[config.mk]
export PLATFORM = sky130hd
export DESIGN_NAME = conv_window_feeder_flat
export DESIGN_NICKNAME = d
export VERILOG_FILES = /design/src/rtl/conv_window_feeder_if.sv /design/src/rtl/conv_window_feeder.sv /design/src/flat_wrapper.sv
export SDC_FILE = /design/constraint.sdc
export NUM_CORES = 1
export LEC_CHECK = 0
export ABC_AREA = 1
export CAP_MARGIN = 40
export CORE_MARGIN = 2
export CORE_UTILIZATION = 54
export DETAILED_ROUTE_END_ITERATION = 7
export PLACE_DENSITY = 0.85
export SYNTH_ARGS = -nofsm -noshare
export SYNTH_HDL_FRONTEND = slang
export SYNTH_SLANG_ARGS = --single-unit
[constraint.sdc]
create_clock -name clk -period 14.9 [get_ports clk]
set_input_delay 2.98 -clock clk [delete_from_list [all_inputs] [get_ports clk]]
set_output_delay 2.98 -clock clk [all_outputs]
set_load 0.03 [all_outputs]
[src/rtl/conv_window_feeder_if.sv]
// Window-feeder bus bundle: image-buffer read port plus the window valid/ready stream.
// master = feeder side, slave = buffer/consumer side.
interface conv_window_feeder_if #(
  parameter int unsigned DATA_SIZE = 16,
  parameter int unsigned ADDR_SIZE = 10,
  parameter int unsigned K         = 5
) ();

  logic [ADDR_SIZE-1:0]     bufAddr;
  logic [DATA_SIZE-1:0]     bufData;
  logic [K*K*DATA_SIZE-1:0] window;
  logic                     windowValid;
  logic                     windowReady;
  logic [5:0]               outRow;
  logic [5:0]               outCol;

  modport master (
    output bufAddr,
    input  bufData,
    output window,
    output windowValid,
    input  windowReady,
    output outRow,
    output outCol
  );

  modport slave (
    input  bufAddr,
    output bufData,
    input  window,
    input  windowValid,
    output windowReady,
    input  outRow,
    input  outCol
  );

endinterface

[src/rtl/conv_window_feeder.sv]
// Walks an N x N image in the buffer with a KxK stride-1 window, fetching every tap per
// position and presenting the flattened window over a valid/ready handshake.
module conv_window_feeder #(
  parameter int unsigned DATA_SIZE = 16,
  parameter int unsigned ADDR_SIZE = 10,
  parameter int unsigned MAX_IMG   = 32,
  parameter int unsigned K         = 5
) (
  input  logic                        clk,
  input  logic                        rst,
  input  logic                        start,
  input  logic [5:0]                  imgSize,
  output logic                        busy,
  output logic                        done,
  conv_window_feeder_if.master        bus
);

  localparam int unsigned Taps      = K * K;
  localparam int unsigned CntW      = $clog2(Taps + 1);
  localparam int unsigned IdxW      = $clog2(K);
  localparam int unsigned WinW      = Taps * DATA_SIZE;
  localparam int unsigned AddrFullW = ADDR_SIZE + 1;

  typedef enum logic [1:0] {StIdle, StFetch, StEmit, StDone} state_e;

  state_e                 state_q, state_d;
  logic [5:0]             n_q, n_d;
  logic [5:0]             last_q, last_d;     // outDim - 1
  logic [5:0]             r_q, r_d;
  logic [5:0]             c_q, c_d;
  logic [CntW-1:0]        cnt_q, cnt_d;       // edges spent in the current fetch
  logic [IdxW-1:0]        ti_q, ti_d;         // row/col of the tap currently on bufAddr
  logic [IdxW-1:0]        tj_q, tj_d;
  logic [ADDR_SIZE-1:0]   addr_q, addr_d;
  logic [WinW-1:0]        win_q, win_d;
  logic [5:0]             n_clamp;
  logic                   launch;

  // Full address formed one bit wider than the buffer, then truncated.
  function automatic logic [ADDR_SIZE-1:0] tap_addr(input logic [5:0]      r,
                                                    input logic [5:0]      c,
                                                    input logic [IdxW-1:0] i,
                                                    input logic [IdxW-1:0] j,
                                                    input logic [5:0]      n);
    logic [AddrFullW-1:0] a;
    a = (AddrFullW'(r) + AddrFullW'(i)) * AddrFullW'(n) + AddrFullW'(c) + AddrFullW'(j);
    return a[ADDR_SIZE-1:0];
  endfunction

  always_comb begin
    state_d = state_q;
    n_d     = n_q;
    last_d  = last_q;
    r_d     = r_q;
    c_d     = c_q;
    cnt_d   = cnt_q;
    ti_d    = ti_q;
    tj_d    = tj_q;
    addr_d  = addr_q;
    win_d   = win_q;
    launch  = 1'b0;
    n_clamp = (imgSize > 6'(MAX_IMG)) ? 6'(MAX_IMG) : imgSize;

    unique case (state_q)
      StIdle: begin
        if (start) begin
          n_d = n_clamp;
          if (n_clamp < 6'(K)) begin
            state_d = StDone;
          end else begin
            last_d = n_clamp - 6'(K);
            r_d    = '0;
            c_d    = '0;
            launch = 1'b1;
          end
        end
      end

      StFetch: begin
        // Data for the tap issued two edges ago lands in slot cnt_q - 1.
        for (int t = 0; t < int'(Taps); t++) begin
          if (cnt_q == CntW'(t + 1)) begin
            win_d[t*DATA_SIZE +: DATA_SIZE] = bus.bufData;
          end
        end
        if (cnt_q == CntW'(Taps)) begin
          state_d = StEmit;
        end else begin
          cnt_d = cnt_q + CntW'(1);
          if (cnt_q < CntW'(Taps - 1)) begin
            if (tj_q == IdxW'(K - 1)) begin
              tj_d = '0;
              ti_d = ti_q + IdxW'(1);
            end else begin
              tj_d = tj_q + IdxW'(1);
            end
            addr_d = tap_addr(r_q, c_q, ti_d, tj_d, n_q);
          end
        end
      end

      StEmit: begin
        if (bus.windowReady) begin
          if (c_q < last_q) begin
            c_d    = c_q + 6'(1);
            launch = 1'b1;
          end else if (r_q < last_q) begin
            c_d    = '0;
            r_d    = r_q + 6'(1);
            launch = 1'b1;
          end else begin
            state_d = StDone;
          end
        end
      end

      StDone: state_d = StIdle;

      default: state_d = StIdle;
    endcase

    // A new position puts its tap 0 on the bus at the same edge that selects it.
    if (launch) begin
      state_d = StFetch;
      cnt_d   = '0;
      ti_d    = '0;
      tj_d    = '0;
      addr_d  = tap_addr(r_d, c_d, '0, '0, n_d);
    end
  end

  always_ff @(posedge clk) begin
    if (rst) begin
      state_q <= StIdle;
      n_q     <= '0;
      last_q  <= '0;
      r_q     <= '0;
      c_q     <= '0;
      cnt_q   <= '0;
      ti_q    <= '0;
      tj_q    <= '0;
      addr_q  <= '0;
      win_q   <= '0;
    end else begin
      state_q <= state_d;
      n_q     <= n_d;
      last_q  <= last_d;
      r_q     <= r_d;
      c_q     <= c_d;
      cnt_q   <= cnt_d;
      ti_q    <= ti_d;
      tj_q    <= tj_d;
      addr_q  <= addr_d;
      win_q   <= win_d;
    end
  end

  assign bus.bufAddr     = addr_q;
  assign bus.window      = win_q;
  assign bus.windowValid = (state_q == StEmit);
  assign bus.outRow      = r_q;
  assign bus.outCol      = c_q;
  assign busy            = (state_q != StIdle);
  assign done            = (state_q == StDone);

endmodule

[src/flat_wrapper.sv]
// flat-port wrapper written by rule: the top's interface ports become plain ports
module conv_window_feeder_flat 
#(
  parameter int unsigned DATA_SIZE = 16,
  parameter int unsigned ADDR_SIZE = 10,
  parameter int unsigned MAX_IMG   = 32,
  parameter int unsigned K         = 5
)
  (clk, rst, start, imgSize, busy, done, bus_bufAddr, bus_bufData, bus_window, bus_windowValid, bus_windowReady, bus_outRow, bus_outCol);
  conv_window_feeder_if #(.DATA_SIZE(DATA_SIZE), .ADDR_SIZE(ADDR_SIZE), .K(K)) bus_i ();
  input  logic clk;
  input  logic rst;
  input  logic start;
  input  logic [5:0] imgSize;
  output logic busy;
  output logic done;
  output wire logic [$bits(bus_i.bufAddr)-1:0] bus_bufAddr;
  input wire logic [$bits(bus_i.bufData)-1:0] bus_bufData;
  output wire logic [$bits(bus_i.window)-1:0] bus_window;
  output wire logic [$bits(bus_i.windowValid)-1:0] bus_windowValid;
  input wire logic [$bits(bus_i.windowReady)-1:0] bus_windowReady;
  output wire logic [$bits(bus_i.outRow)-1:0] bus_outRow;
  output wire logic [$bits(bus_i.outCol)-1:0] bus_outCol;
  assign bus_bufAddr = bus_i.bufAddr;
  assign bus_i.bufData = bus_bufData;
  assign bus_window = bus_i.window;
  assign bus_windowValid = bus_i.windowValid;
  assign bus_i.windowReady = bus_windowReady;
  assign bus_outRow = bus_i.outRow;
  assign bus_outCol = bus_i.outCol;
  conv_window_feeder #(.DATA_SIZE(DATA_SIZE), .ADDR_SIZE(ADDR_SIZE), .MAX_IMG(MAX_IMG), .K(K)) u_core (.clk(clk), .rst(rst), .start(start), .imgSize(imgSize), .busy(busy), .done(done), .bus(bus_i));
endmodule
==> run metrics, run 1 <==
status finished, final reports clean; DRC errors left 0; r2r startpoint u_core.tj_q[0]; Hold Crit Class register to register; initial drt markers 1790; warnings from Yosys 0; Die Span Y 194.1 um; Hold EP u_core.bus.window[235]; worst reg2reg endpoint u_core.bus.bufAddr[9]; clock power share 0.459; CP delay by family, top adder cells; CP most frequent cell nand2_1; die footprint 37660 sq um; commonest non-fill, non-tap cell in the layout nor2_1; Hold Crit Start u_core.bus.window[235]; final cell count without fillers 3445; TNS Setup 0 ns; CTS sink count 447; Crit. End Element register; Seq pwr share 0.456; Max-cap violations 0; Hold Vio Cnt, Final 0; Overflow after GRT 0; via count 19120; routed wire length 68840 um; worst-path fanout max 14; dpl hpwl 46930 um; Setup-failing EPs final 0; RSZ-0062 raised after global routing false; Synth-to-Final Area Change 32.02%; Setup Buffers After CTS 0; post-synthesis instance total 2570; share of cells above drive strength 1 0.05999; Leakage 11.08 nW; Hold Crit Depth 2; Switch Pwr 0.6718 mW; Filler Cell Count 2698; VDD IR max 0.1061 mV; first-pass GRT wire length 105300 um; number of I/O pins 451; clk buf depth 3; actual slew at the worst max-slew pin 0.8527 ns; DRT antenna net count 0; worst r2r path cells 30; nets@finish 3092; initial antenna violation count 1; placer's final routability congestion estimate 0.9415; Site Rows 69; largest net degree at the start of global routing 189; FF+latch count, synth 447; clk slew on worst S/H paths 0.06 ns; Syn Std Cell Area 19510 sq um; vias in the first global route 18480; async set-reset flop share out of synthesis 0; # H-tree levels 2; Netlist cell types 46; switching part of the total 0.2507; worst skew pair latency 0.59 ns; number of port buffers 450; gr usage total 0.3539; R2R Setup Slk 8.75 ns; Cell Pwr Density 104.0 nW/um^2; Critical Path RT 15.35 ns; Final Max Tran Viols 0; Startpoint Class input pin; Register Area 8949 sq um; Synth Net Count 2712; Pint 2.008 mW; via/cell ratio 5.551; Crit path arrival time 8.70 ns; combinational fraction of design power 0.085; CTS Buf Count 45; CTS tree done; root buffer cell clkbuf_16; CTS Hold Buffers Added 0; Worst Skew 0.02124 ns; Seq/Total Area, Yosys 0.4587; TritonRoute pass-1 iters 6; placed cell count 3364; ANT cells 0; Main synth FF type dfxtp_1; commonest non-fill, non-tap cells in the layout nor2_1 (868), clkdlybuf4s50_1 (450), dfxtp_1 (447), o21ai_0 (391), inv_1 (174); Slew HR 0.4315; average wire per standard cell 19.98 um; Setup Crit Path Kind input pin to register; Slowest cell on crit path clkdlybuf4s50_1; area occupied by multi-input gates 9174 sq um; # resized after CTS 0; max incr delay on CP 0.58 ns; fmax 121.3 MHz; DIE WIDTH 194.1 um; post-layout minimum cycle time 8.247 ns; Mean Syn Cell Area 7.590 sq um; starting density of the core 0.5484; EDFF count, synth 0; core area 35570 sq um; WP buf/inv 10; final worst-path cycle share 0.5535
==> metrics by stage <==
| step | utilization | hold WS, ns | instance area (sq um) | setup slack (ns) | total power [mW] |
|---|---|---|---|---|---|
| after floorplan | - | 0.4583 | 19510 | 7.406 | 1.386 |
| after global placement | 0.6787 | 0.4465 | 24140 | 6.139 | 1.468 |
| after detailed placement | 0.6789 | 0.4557 | 24150 | 6.019 | 1.470 |
| after CTS | 0.7240 | 0.4646 | 25750 | 6.623 | 2.679 |
| after global routing | 0.7240 | 0.4855 | 25750 | 6.084 | 2.751 |
| final | 0.7240 | 0.4634 | 25750 | 6.653 | 2.680 |
==> worst max-delay path by stage <==
stage / to / cells past startpoint / start / slack (ns)
floorplan: u_core.bus.bufAddr[9] / 33 / imgSize[5] / 7.41
global placement: u_core.bus.bufAddr[9] / 34 / imgSize[5] / 6.14
detailed placement: u_core.bus.bufAddr[9] / 34 / imgSize[5] / 6.02
CTS: u_core.bus.bufAddr[9] / 34 / imgSize[5] / 6.62
global route: u_core.bus.bufAddr[9] / 34 / imgSize[5] / 6.08
finish: u_core.bus.bufAddr[9] / 34 / imgSize[5] / 6.65
==> kinds of logic (layout without fill, tap and decap cells) <==
group	after synthesis	after routing	synth area share
and+or+nand+nor	1144	1144	0.2380
AOI/OAI and AO/OA	502	502	0.1335
adders and majority gates	116	116	0.09210
DFF	447	447	0.4587
xor gates and xnor gates	15	15	0.006734
buffers and inverters	346	760	0.07100
==> state kept, by name (all words and copies together), names as in the netlist <==
signal,cells
u_core.bus.bufAddr,10
u_core.bus.outCol,6
u_core.bus.outRow,6
u_core.bus.window,400
u_core.cnt_q,5
u_core.last_q,6
u_core.n_q,6
u_core.state_q,2
u_core.ti_q,3
u_core.tj_q,3
==> power by group through the flow <==
stage / sequential [mW] / clock [mW] / combinational, mW
CTS: 1.22 / 1.23 / 0.224
finish: 1.22 / 1.23 / 0.228
floorplan: 1.26 / 0 / 0.126
detailed placement: 1.25 / 0 / 0.222
global route: 1.22 / 1.28 / 0.246
global placement: 1.25 / 0 / 0.220
==> per-layer routing <==
metal / wire (um) / vias to the layer above / GRT usage
met3: 6327 / 311 / 0.07010
li1: - / 8902 / -
met4: 5317 / 2 / 0.2329
met5: 13 / - / 0
met2: 32350 / 1014 / 0.5971
met1: 24820 / 8894 / 0.4090
==> worst min-delay path: cells and delay by family, from the launching register on <==
family | cells | cell delay (ns)
DFF | 1 | 0.31
and+or+nand+nor | 1 | 0.06
AOI/OAI and AO/OA | 1 | 0.05
==> area by class of cell <==
type / count / area share
Clock buffer: 62 / 0.05048
Tap cell: 461 / 0.02240
Timing Repair Buffer: 470 / 0.1807
Multi-Input combinational cell: 1777 / 0.3562
Sequential cell: 447 / 0.3475
Inverter: 209 / 0.03085
Clock inverter: 19 / 0.01185
==> synthesized netlist by cell type, drive strengths merged, types with 4 or more instances <==
cell type,count,area share
fa,46,0.047
nand2,188,0.039
o31ai,4,0.0018
a22oi,4,0.0015
clkbuf,83,0.016
buf,54,0.015
nor3,5,0.0013
a211oi,10,0.0038
inv,209,0.040
ha,70,0.045
o22ai,6,0.0019
xor2,10,0.0045
a21oi,47,0.012
a31oi,5,0.0016
nand3,41,0.011
o21ai,418,0.11
nand4,6,0.0019
xnor2,5,0.0022
dfxtp,447,0.46
nor2,897,0.18
Note: power is estimated with default switching activity, not from simulation.
==> run 2, diff against run 1 <==
--- a/config.mk
+++ b/config.mk
@@ -8,9 +8,9 @@
 export ABC_AREA = 1
 export CAP_MARGIN = 40
 export CORE_MARGIN = 2
-export CORE_UTILIZATION = 54
+export CORE_UTILIZATION = 51
 export DETAILED_ROUTE_END_ITERATION = 7
-export PLACE_DENSITY = 0.85
+export PLACE_DENSITY = 0.81
 export SYNTH_ARGS = -nofsm -noshare
 export SYNTH_HDL_FRONTEND = slang
 export SYNTH_SLANG_ARGS = --single-unit
==> constraint.sdc (replaced) <==
create_clock -name clk -period 7.8 [get_ports clk]
set_input_delay 1.56 -clock clk [delete_from_list [all_inputs] [get_ports clk]]
set_output_delay 1.56 -clock clk [all_outputs]
set_load 0.03 [all_outputs]
==> run metrics, run 2 (synthesis results as in run 1) <==
share of cells above drive strength 1 0.06051 (was 0.05999); CTS Buf Count 46 (was 45); Synth-to-Final Area Change 32.29% (was 32.02%); VDD IR max 0.1364 mV (was 0.1061 mV); worst reg2reg endpoint u_core.bus.bufAddr[9] (unchanged); dpl hpwl 47610 um (was 46930 um); RSZ-0062 raised after global routing false (unchanged); worst-path fanout max 14 (unchanged); Worst Skew 0.02247 ns (was 0.02124 ns); Setup-failing EPs final 0 (unchanged); fmax 145.0 MHz; r2r startpoint u_core.tj_q[0] (unchanged); routed wire length 68890 um (was 68840 um); Hold Vio Cnt, Final 0 (unchanged); Slowest cell on crit path clkdlybuf4s50_1 (unchanged); CTS tree done (unchanged); core area 37670 sq um (was 35570 sq um); CP most frequent cell nand2_1 (unchanged); overall power 5.019 mW (was 2.680 mW); nets@finish 3097 (was 3092); commonest non-fill, non-tap cells in the layout nor2_1 (868), clkdlybuf4s50_1 (450), dfxtp_1 (447), o21ai_0 (391), inv_1 (174) (unchanged); largest net degree at the start of global routing 162 (was 189); DRC errors left 0 (unchanged); Startpoint Class input pin (unchanged); Overflow after GRT 0 (unchanged); Setup WS pre-CTS 0.3669 ns (was 6.019 ns); Slew HR 0.4029 (was 0.4315); Die Span Y 199.6 um (was 194.1 um); worst hold margin 0.4648 ns (was 0.4634 ns); root buffer cell clkbuf_16 (unchanged); clk slew on worst S/H paths 0.06 ns (about the same); placer's final routability congestion estimate 0.9437 (was 0.9415); DIE WIDTH 199.6 um (was 194.1 um); first-pass GRT wire length 103000 um (was 105300 um); Critical Path RT 8.22 ns (was 15.35 ns); Layout Utilization 0.6851 (was 0.7240); commonest non-fill, non-tap cell in the layout nor2_1 (unchanged); DRT antenna net count 0 (unchanged); R2R Setup Slk 1.73 ns (was 8.75 ns); number of I/O pins 451 (unchanged); Largest register FFs 400 (unchanged); initial drt markers 1477 (was 1790); Final WS setup 0.9048 ns (was 6.653 ns); Max-cap violations 0 (unchanged); die footprint 39830 sq um (was 37660 sq um); clk buf depth 3 (unchanged); gr usage total 0.3341 (was 0.3539); Hold Crit Class register to register (unchanged); Hold Crit Depth 2 (unchanged); via/cell ratio 5.430 (was 5.551); status finished, final reports clean (unchanged); via count 19020 (was 19120); CTS sink count 447 (unchanged); Crit path arrival time 7.31 ns (was 8.70 ns); Site Rows 71 (was 69); worst skew pair latency 0.56 ns (was 0.59 ns); TritonRoute pass-1 iters 6 (unchanged); CTS Hold Buffers Added 0 (unchanged); average wire per standard cell 19.67 um (was 19.98 um); max incr delay on CP 0.60 ns (was 0.58 ns); post-layout minimum cycle time 6.895 ns; TNS Setup 0 ns (unchanged); Setup Buffers After CTS 0 (unchanged); worst r2r path cells 26 (was 30); # H-tree levels 2 (unchanged); final worst-path cycle share 0.8840; vias in the first global route 18410 (was 18480); Crit. End Element register (unchanged); initial antenna violation count 1 (unchanged); Leakage 11.07 nW (was 11.08 nW); ANT cells 0 (unchanged); number of port buffers 450 (unchanged); actual slew at the worst max-slew pin 0.8956 ns (was 0.8527 ns); Cell Pwr Density 194.5 nW/um^2 (was 104.0 nW/um^2); end of the critical path u_core.bus.bufAddr[9] (unchanged); # resized after CTS 0 (unchanged); starting density of the core 0.5179 (was 0.5484); Final Max Tran Viols 0 (unchanged); Setup crit start imgSize[5] (unchanged); Setup Crit Path Kind input pin to register (unchanged)
## run 2: cell count changes in the layout (fill, tap and decap cells not counted)
cell	change
clkbuf_1	+5
bufinv_16	-4
buf_4	+3
clkbuf_16	+2
clkinvlp_4	+2
inv_6	-2
buf_16	+1
clkbuf_8	+1
inv_16	-1
## run 2: critical path: cells and delay by family
kind                     cells  cell delay [ns]
AO/OA/AOI/OAI                3             0.48
adder cells (fa/ha/maj)      6             2.54
buffers and inverters       10             1.30
AND/OR/NAND/NOR             15             1.41
## run 2: power by group
group / internal (mW) / total (mW) / switching [mW]
clock network: 1.32 / 2.24 / 0.919
logic: 0.124 / 0.443 / 0.319
registers: 2.31 / 2.33 / 0.0236
## run 2: layout make-up
class | count | area, sq um
Clock buffer | 70 | 1383
Clock inverter | 14 | 162.7
Fill cell | 3132 | 11860
Inverter | 209 | 794.5
Multi-Input combinational cell | 1777 | 9174
Sequential cell | 447 | 8949
Tap cell | 511 | 639.4
Timing Repair Buffer | 474 | 4705
## run 2: worst min path at each step
stage	startpoint	to	slack, ns
2_1_floorplan	u_core.tj_q[1]	u_core.tj_q[1]	0.46
3_3_place_gp	u_core.bus.window[234]	u_core.bus.window[234]	0.45
3_5_place_dp	u_core.bus.window[239]	u_core.bus.window[239]	0.45
4_1_cts	u_core.bus.window[234]	u_core.bus.window[234]	0.46
5_1_grt	u_core.bus.window[239]	u_core.bus.window[239]	0.48
6_report	u_core.bus.window[234]	u_core.bus.window[234]	0.46
## run 2: metrics by stage
stage               instances  cell area [sq um]
CTS                      3502              25810
global route             3502              25810
finish                   3502              25810
floorplan                2570              19510
detailed placement       3418              24260
global placement         3416              24230
## run 2: metal layers
metal,part of all wire,track usage,vias up
met4,0.064,0.1973,0
met5,0,0,-
met3,0.088,0.06700,241
met2,0.48,0.5694,905
li1,-,-,8914
met1,0.37,0.3892,8957
==> patch 1, RTL diff (config.mk and constraints of run 2) <==
Take the reset off `n_q`, `r_q`, `c_q` and `addr_q` and load them in a clocked block of their own.
--- a/src/rtl/conv_window_feeder.sv
+++ b/src/rtl/conv_window_feeder.sv
@@ -132,27 +132,26 @@
   always_ff @(posedge clk) begin
     if (rst) begin
       state_q <= StIdle;
-      n_q     <= '0;
       last_q  <= '0;
-      r_q     <= '0;
-      c_q     <= '0;
       cnt_q   <= '0;
       ti_q    <= '0;
       tj_q    <= '0;
-      addr_q  <= '0;
       win_q   <= '0;
     end else begin
       state_q <= state_d;
-      n_q     <= n_d;
       last_q  <= last_d;
-      r_q     <= r_d;
-      c_q     <= c_d;
       cnt_q   <= cnt_d;
       ti_q    <= ti_d;
       tj_q    <= tj_d;
-      addr_q  <= addr_d;
       win_q   <= win_d;
     end
+  end
+
+  always_ff @(posedge clk) begin
+    n_q    <= n_d;
+    r_q    <= r_d;
+    c_q    <= c_d;
+    addr_q <= addr_d;
   end
 
   assign bus.bufAddr     = addr_q;
Check against the original RTL: differs if rst is asserted again (counterexample within 4 cycles, from zero or initial values and one cycle with rst high); with rst held inactive, the same outputs for 4 cycles.
==> patch 1 against run 2 <==
  * Worst setup slack improved by 170 ps
  * Worst hold slack gained 0.55 ps
  * Design area decreased by 0.22%
  * Synthesized area stayed put
  * Die area unchanged
  * Sequential cell count is the same
  * Critical path type unchanged
  * Wire length shrank 4.1%
  * Critical endpoint is now u_core.bus.bufAddr[8]$_DFFE_PP_
Power is not compared: it rests on default switching activity, and its combinational part moved more than twofold at a synthesized area within 25%.
==> patch 1: results (changes against run 2) <==
- Status: finished clean (unchanged)
- Fill cell count: 3110 (was 3132)
- Worst hold path type: flip-flop to flip-flop (unchanged)
- CP Data Arrival Time: 7040 ps (was 7310 ps)
- Total power: 0.00566 W
- Cell depth of the worst flop-to-flop path: 29 (was 26)
- Clock Latency Late Sink: 580 ps (was 560 ps)
- Place WS: 460 ps (was 367 ps)
- Synth top area cells: dfxtp_1 45%, nor2_1 16%, o21ai_0 9.4% (was dfxtp_1 46%, nor2_1 17%, o21ai_0 10%)
- Placed inst area: 0.0242 mm² (was 0.0243 mm²)
- Syn nets: 2662 (was 2712)
- Max Root-Sink Buffers: 3 (unchanged)
- First-pass GRT wire length: 99.0 mm (was 103 mm)
- Reg2reg end: u_core.bus.bufAddr[9]$_DFFE_PP_ (was u_core.bus.bufAddr[9]$_SDFFE_PP0P_)
- GP Congestion: 0.915 (was 0.944)
- Setup slack, reg-to-reg: 1610 ps (was 1730 ps)
- Hold Slack: 465 ps (about the same)
- Crit-path max cell delay: 540 ps (was 600 ps)
- Clk_skew: 29.3 ps (was 22.5 ps)
- DRT iter0 DRCs: 1415 (was 1477)
- Period utilization: 86.3% (was 88.4%)
- Met2 routed WL: 30.7 mm (was 32.8 mm)
- # Post-CTS Setup Buffers: 0 (unchanged)
- HPWL Detailed: 45.6 mm (was 47.6 mm)
- Avg Cell Area, Syn: 7.74 µm² (was 7.59 µm²)
- DR WL/cell: 19.2 µm (was 19.7 µm)
- Non-filler instance count after layout: 3447 (was 3502)
- M2 GR Usage: 53.2% (was 56.9%)
- Worst Tran Pin Value: 661 ps (was 896 ps)
- Port buffer count: 450 (unchanged)
- Vias in the first global route: 17800 (was 18400)
- Share of post-route cells with drive strength above 1: 5.93% (was 6.05%)
- Met3 Use GR: 7.86% (was 6.70%)
- Logic pwr share: 17.0%
- Post-synth top cells: 851 x nor2_1, 437 x dfxtp_1, 365 x o21ai_0, 169 x inv_1, 161 x nand2_1 (was 868 x nor2_1, 447 x dfxtp_1, 391 x o21ai_0, 175 x inv_1, 173 x nand2_1)
- Vias per std cell: 5.42 (was 5.43)
- CP Max Fanout: 12 (was 14)
- Antenna Cells: 0 (unchanged)
- Hold_sp: u_core.bus.window[231]$_SDFFE_PP0P_ (was u_core.bus.window[234]$_SDFFE_PP0P_)
- M1 GR Usage: 37.5% (was 38.9%)
- Critical path's slowest cell: fa_1 (was clkdlybuf4s50_1)
- Hold Path End: u_core.bus.window[231]$_SDFFE_PP0P_ (was u_core.bus.window[234]$_SDFFE_PP0P_)
- Wire length on met3: 5.85 mm (was 6.06 mm)
- Initial antenna violation count: 0 (was 1)
- DRT met1 WL: 25.0 mm (was 25.6 mm)
- Largest net degree at the start of global routing: 195 (was 162)
- Setup crit end: u_core.bus.bufAddr[8]$_DFFE_PP_ (was u_core.bus.bufAddr[9]$_SDFFE_PP0P_)
patch 1: changes by cell type in the layout (fill, tap and decap cells not counted), sizes merged, moves of 3 or more:
cell,run 2,this run
edfxtp,0,10
a21oi,47,43
buf,24,21
a22oi,4,1
o21ai,418,412
or2,2,5
inv,210,207
nand2,188,168
nor2,897,882
dfxtp,447,437
clkbuf,70,64
clkinv,6,9
patch 1: final cells by class:
type	count	area (µm²)	area share (%)
Tap cell	511	639	2.48
Clock inverter	15	169	0.656
Sequential cell	447	9050	35.1
Clock buffer	64	1360	5.30
Timing Repair Buffer	471	4690	18.2
Inverter	207	792	3.08
Multi-Input combinational cell	1732	9040	35.1
patch 1: cell families (layout without fill, tap and decap cells):
logic type               count (synthesis)  in the layout  share of synthesized area (%)
AND/OR/NAND/NOR                       1115           1115                           23.6
AO/OA/AOI/OAI                          485            485                           12.8
flip-flops                             447            447                           46.4
buffers and inverters                  341            757                           7.27
adder cells (fa/ha/maj)                116            116                           9.21
XOR/XNOR                                16             16                          0.718
==> patch 2, RTL diff (settings of run 2) <==
Made on the original files. `K` is set to 5 in 3 places; all go to 6.
--- a/src/rtl/conv_window_feeder_if.sv
+++ b/src/rtl/conv_window_feeder_if.sv
@@ -3,7 +3,7 @@
 interface conv_window_feeder_if #(
   parameter int unsigned DATA_SIZE = 16,
   parameter int unsigned ADDR_SIZE = 10,
-  parameter int unsigned K         = 5
+  parameter int unsigned K         = 6
 ) ();
 
   logic [ADDR_SIZE-1:0]     bufAddr;
--- a/src/rtl/conv_window_feeder.sv
+++ b/src/rtl/conv_window_feeder.sv
@@ -4,7 +4,7 @@
   parameter int unsigned DATA_SIZE = 16,
   parameter int unsigned ADDR_SIZE = 10,
   parameter int unsigned MAX_IMG   = 32,
-  parameter int unsigned K         = 5
+  parameter int unsigned K         = 6
 ) (
   input  logic                        clk,
   input  logic                        rst,
--- a/src/flat_wrapper.sv
+++ b/src/flat_wrapper.sv
@@ -4,7 +4,7 @@
   parameter int unsigned DATA_SIZE = 16,
   parameter int unsigned ADDR_SIZE = 10,
   parameter int unsigned MAX_IMG   = 32,
-  parameter int unsigned K         = 5
+  parameter int unsigned K         = 6
 )
   (clk, rst, start, imgSize, busy, done, bus_bufAddr, bus_bufData, bus_window, bus_windowValid, bus_windowReady, bus_outRow, bus_outCol);
   conv_window_feeder_if #(.DATA_SIZE(DATA_SIZE), .ADDR_SIZE(ADDR_SIZE), .K(K)) bus_i ();
Ports: changed (resized bus_window); port bits go from 451 to 627. The function was not compared with the original's and may differ.
==> patch 2 against run 2 <==
  * Design area up 34%
  * Total power up 50%
  * Wire length up 43%
  * Synthesized area up 33%
  * Worst setup slack better by 650 ps
  * Worst hold slack worse by 4.9 ps
  * Sequential power up 42%
  * Cell count up 32%
  * Clock power up 45%
  * Fmax up 10%
  * Sequential cell count up 177
  * Sequential share of layout area up 1.5 points
  * First-iteration DRC count up 56%
==> patch 2: results (changes against run 2) <==
- Status: finished clean (unchanged)
- Max reg flops: 576 (was 400)
- Vias in the first global route: 23400 (was 18400)
- HPWL Detailed: 64.1 mm (was 47.6 mm)
- First-pass GRT wire length: 146 mm (was 103 mm)
- Post-synth top cells: 1136 x nor2_1, 624 x dfxtp_1, 500 x o21ai_0, 225 x nand2_1, 209 x inv_1 (was 868 x nor2_1, 447 x dfxtp_1, 391 x o21ai_0, 175 x inv_1, 173 x nand2_1)
- Wire length on met3: 10.9 mm (was 6.06 mm)
- Post-Place Cells: 4519 (was 3418)
- GP Congestion: 0.921 (was 0.944)
- Worst VDD drop: 0.178 mV (was 0.136 mV)
- Netlist cell types: 45 (was 46)
- Sequential power: 0.00330 W (was 0.00233 W)
- Clock Latency Late Sink: 670 ps (was 560 ps)
- GRT Overall Usage: 36.1% (was 33.4%)
- Nets: 4049 (was 3097)
- Fill cell count: 3988 (was 3132)
- DRT iter0 DRCs: 2305 (was 1477)
- Cell depth of the worst flop-to-flop path: 31 (was 26)
- Initial antenna violation count: 0 (was 1)
- Setup crit end: u_core.bus.bufAddr[8]$_SDFFE_PP0P_ (was u_core.bus.bufAddr[9]$_SDFFE_PP0P_)
- Worst setup path startpoint: bus_windowReady (was imgSize[5])
- Hold Path End: u_core.bus.window[180]$_SDFFE_PP0P_ (was u_core.bus.window[234]$_SDFFE_PP0P_)
- Avg Cell Area, Syn: 7.61 µm² (was 7.59 µm²)
- Combinational cell power: 0.000953 W (was 0.000443 W)
- Synth Area in Adders: 6.80% (was 9.21%)
- P_leak: 14.8 nW (was 11.1 nW)
- CTS buffer count: 61 (was 46)
- Port buffer count: 626 (was 450)
- Hold_sp: u_core.bus.window[180]$_SDFFE_PP0P_ (was u_core.bus.window[234]$_SDFFE_PP0P_)
- Clk_skew: 39.2 ps (was 22.5 ps)
patch 2: cell types whose count changed after synthesis, moves of 34 or more:
cell	change
nor2_1	+268
dfxtp_1	+177
o21ai_0	+109
a21oi_1	+53
nand2_1	+52
nand3_1	+49
buf_1	+48
inv_1	+34
patch 2: cell families after synthesis:
kind of cell / count (synthesis)
adder cells (fa/ha/maj): 113
XOR/XNOR: 18
AO/OA/AOI/OAI: 688
AND/OR/NAND/NOR: 1507
buffers and inverters: 451
flip-flops: 624
patch 2: area by class of cell:
class | count | share of cell area [%]
sequential | 624 | 36.2
multi-input combinational | 2326 | 33.4
timing repair buffer | 665 | 18.9
clock buffer | 72 | 4.81
inverter | 232 | 2.55
tap | 672 | 2.44
clock inverter | 44 | 1.67
antenna | 1 | 0.00726
patch 2: metal layers:
| layer | vias to the layer above | GRT usage, % |
|---|---|---|
| li1 | 11800 | - |
| met1 | 11700 | 43.9 |
| met2 | 1361 | 57.1 |
| met3 | 323 | 10.9 |
| met4 | 0 | 20.5 |
| met5 | - | 0 |
patch 2: per-stage QoR:
step	instance area, µm²	utilization (%)	setup WS [ps]	power, W
2_1_floorplan	25900	-	1780	0.00398
3_3_place_gp	32200	64.2	974	0.00429
3_5_place_dp	32300	64.3	972	0.00431
4_1_cts	34500	68.7	1590	0.00750
5_1_grt	34500	68.7	1060	0.00772
6_report	34500	68.7	1560	0.00750
patch 2: critical path, cell delays in order:
cell and delay (ps):
clkdlybuf4s50_1 640, nand2_1 110, nor2_2 180, inv_1 100, nor2_1 140, inv_1 110
o211ai_1 160, nand2_1 150, inv_1 150, or2_2 140, fa_1 450, fa_1 560
inv_1 60, fa_1 530, inv_1 60, fa_1 500, inv_1 40, ha_1 330
a21oi_1 90, or2_2 290, nand2_1 60, a21oi_1 70, a21oi_1 110, o21ai_0 90
a31oi_1 120
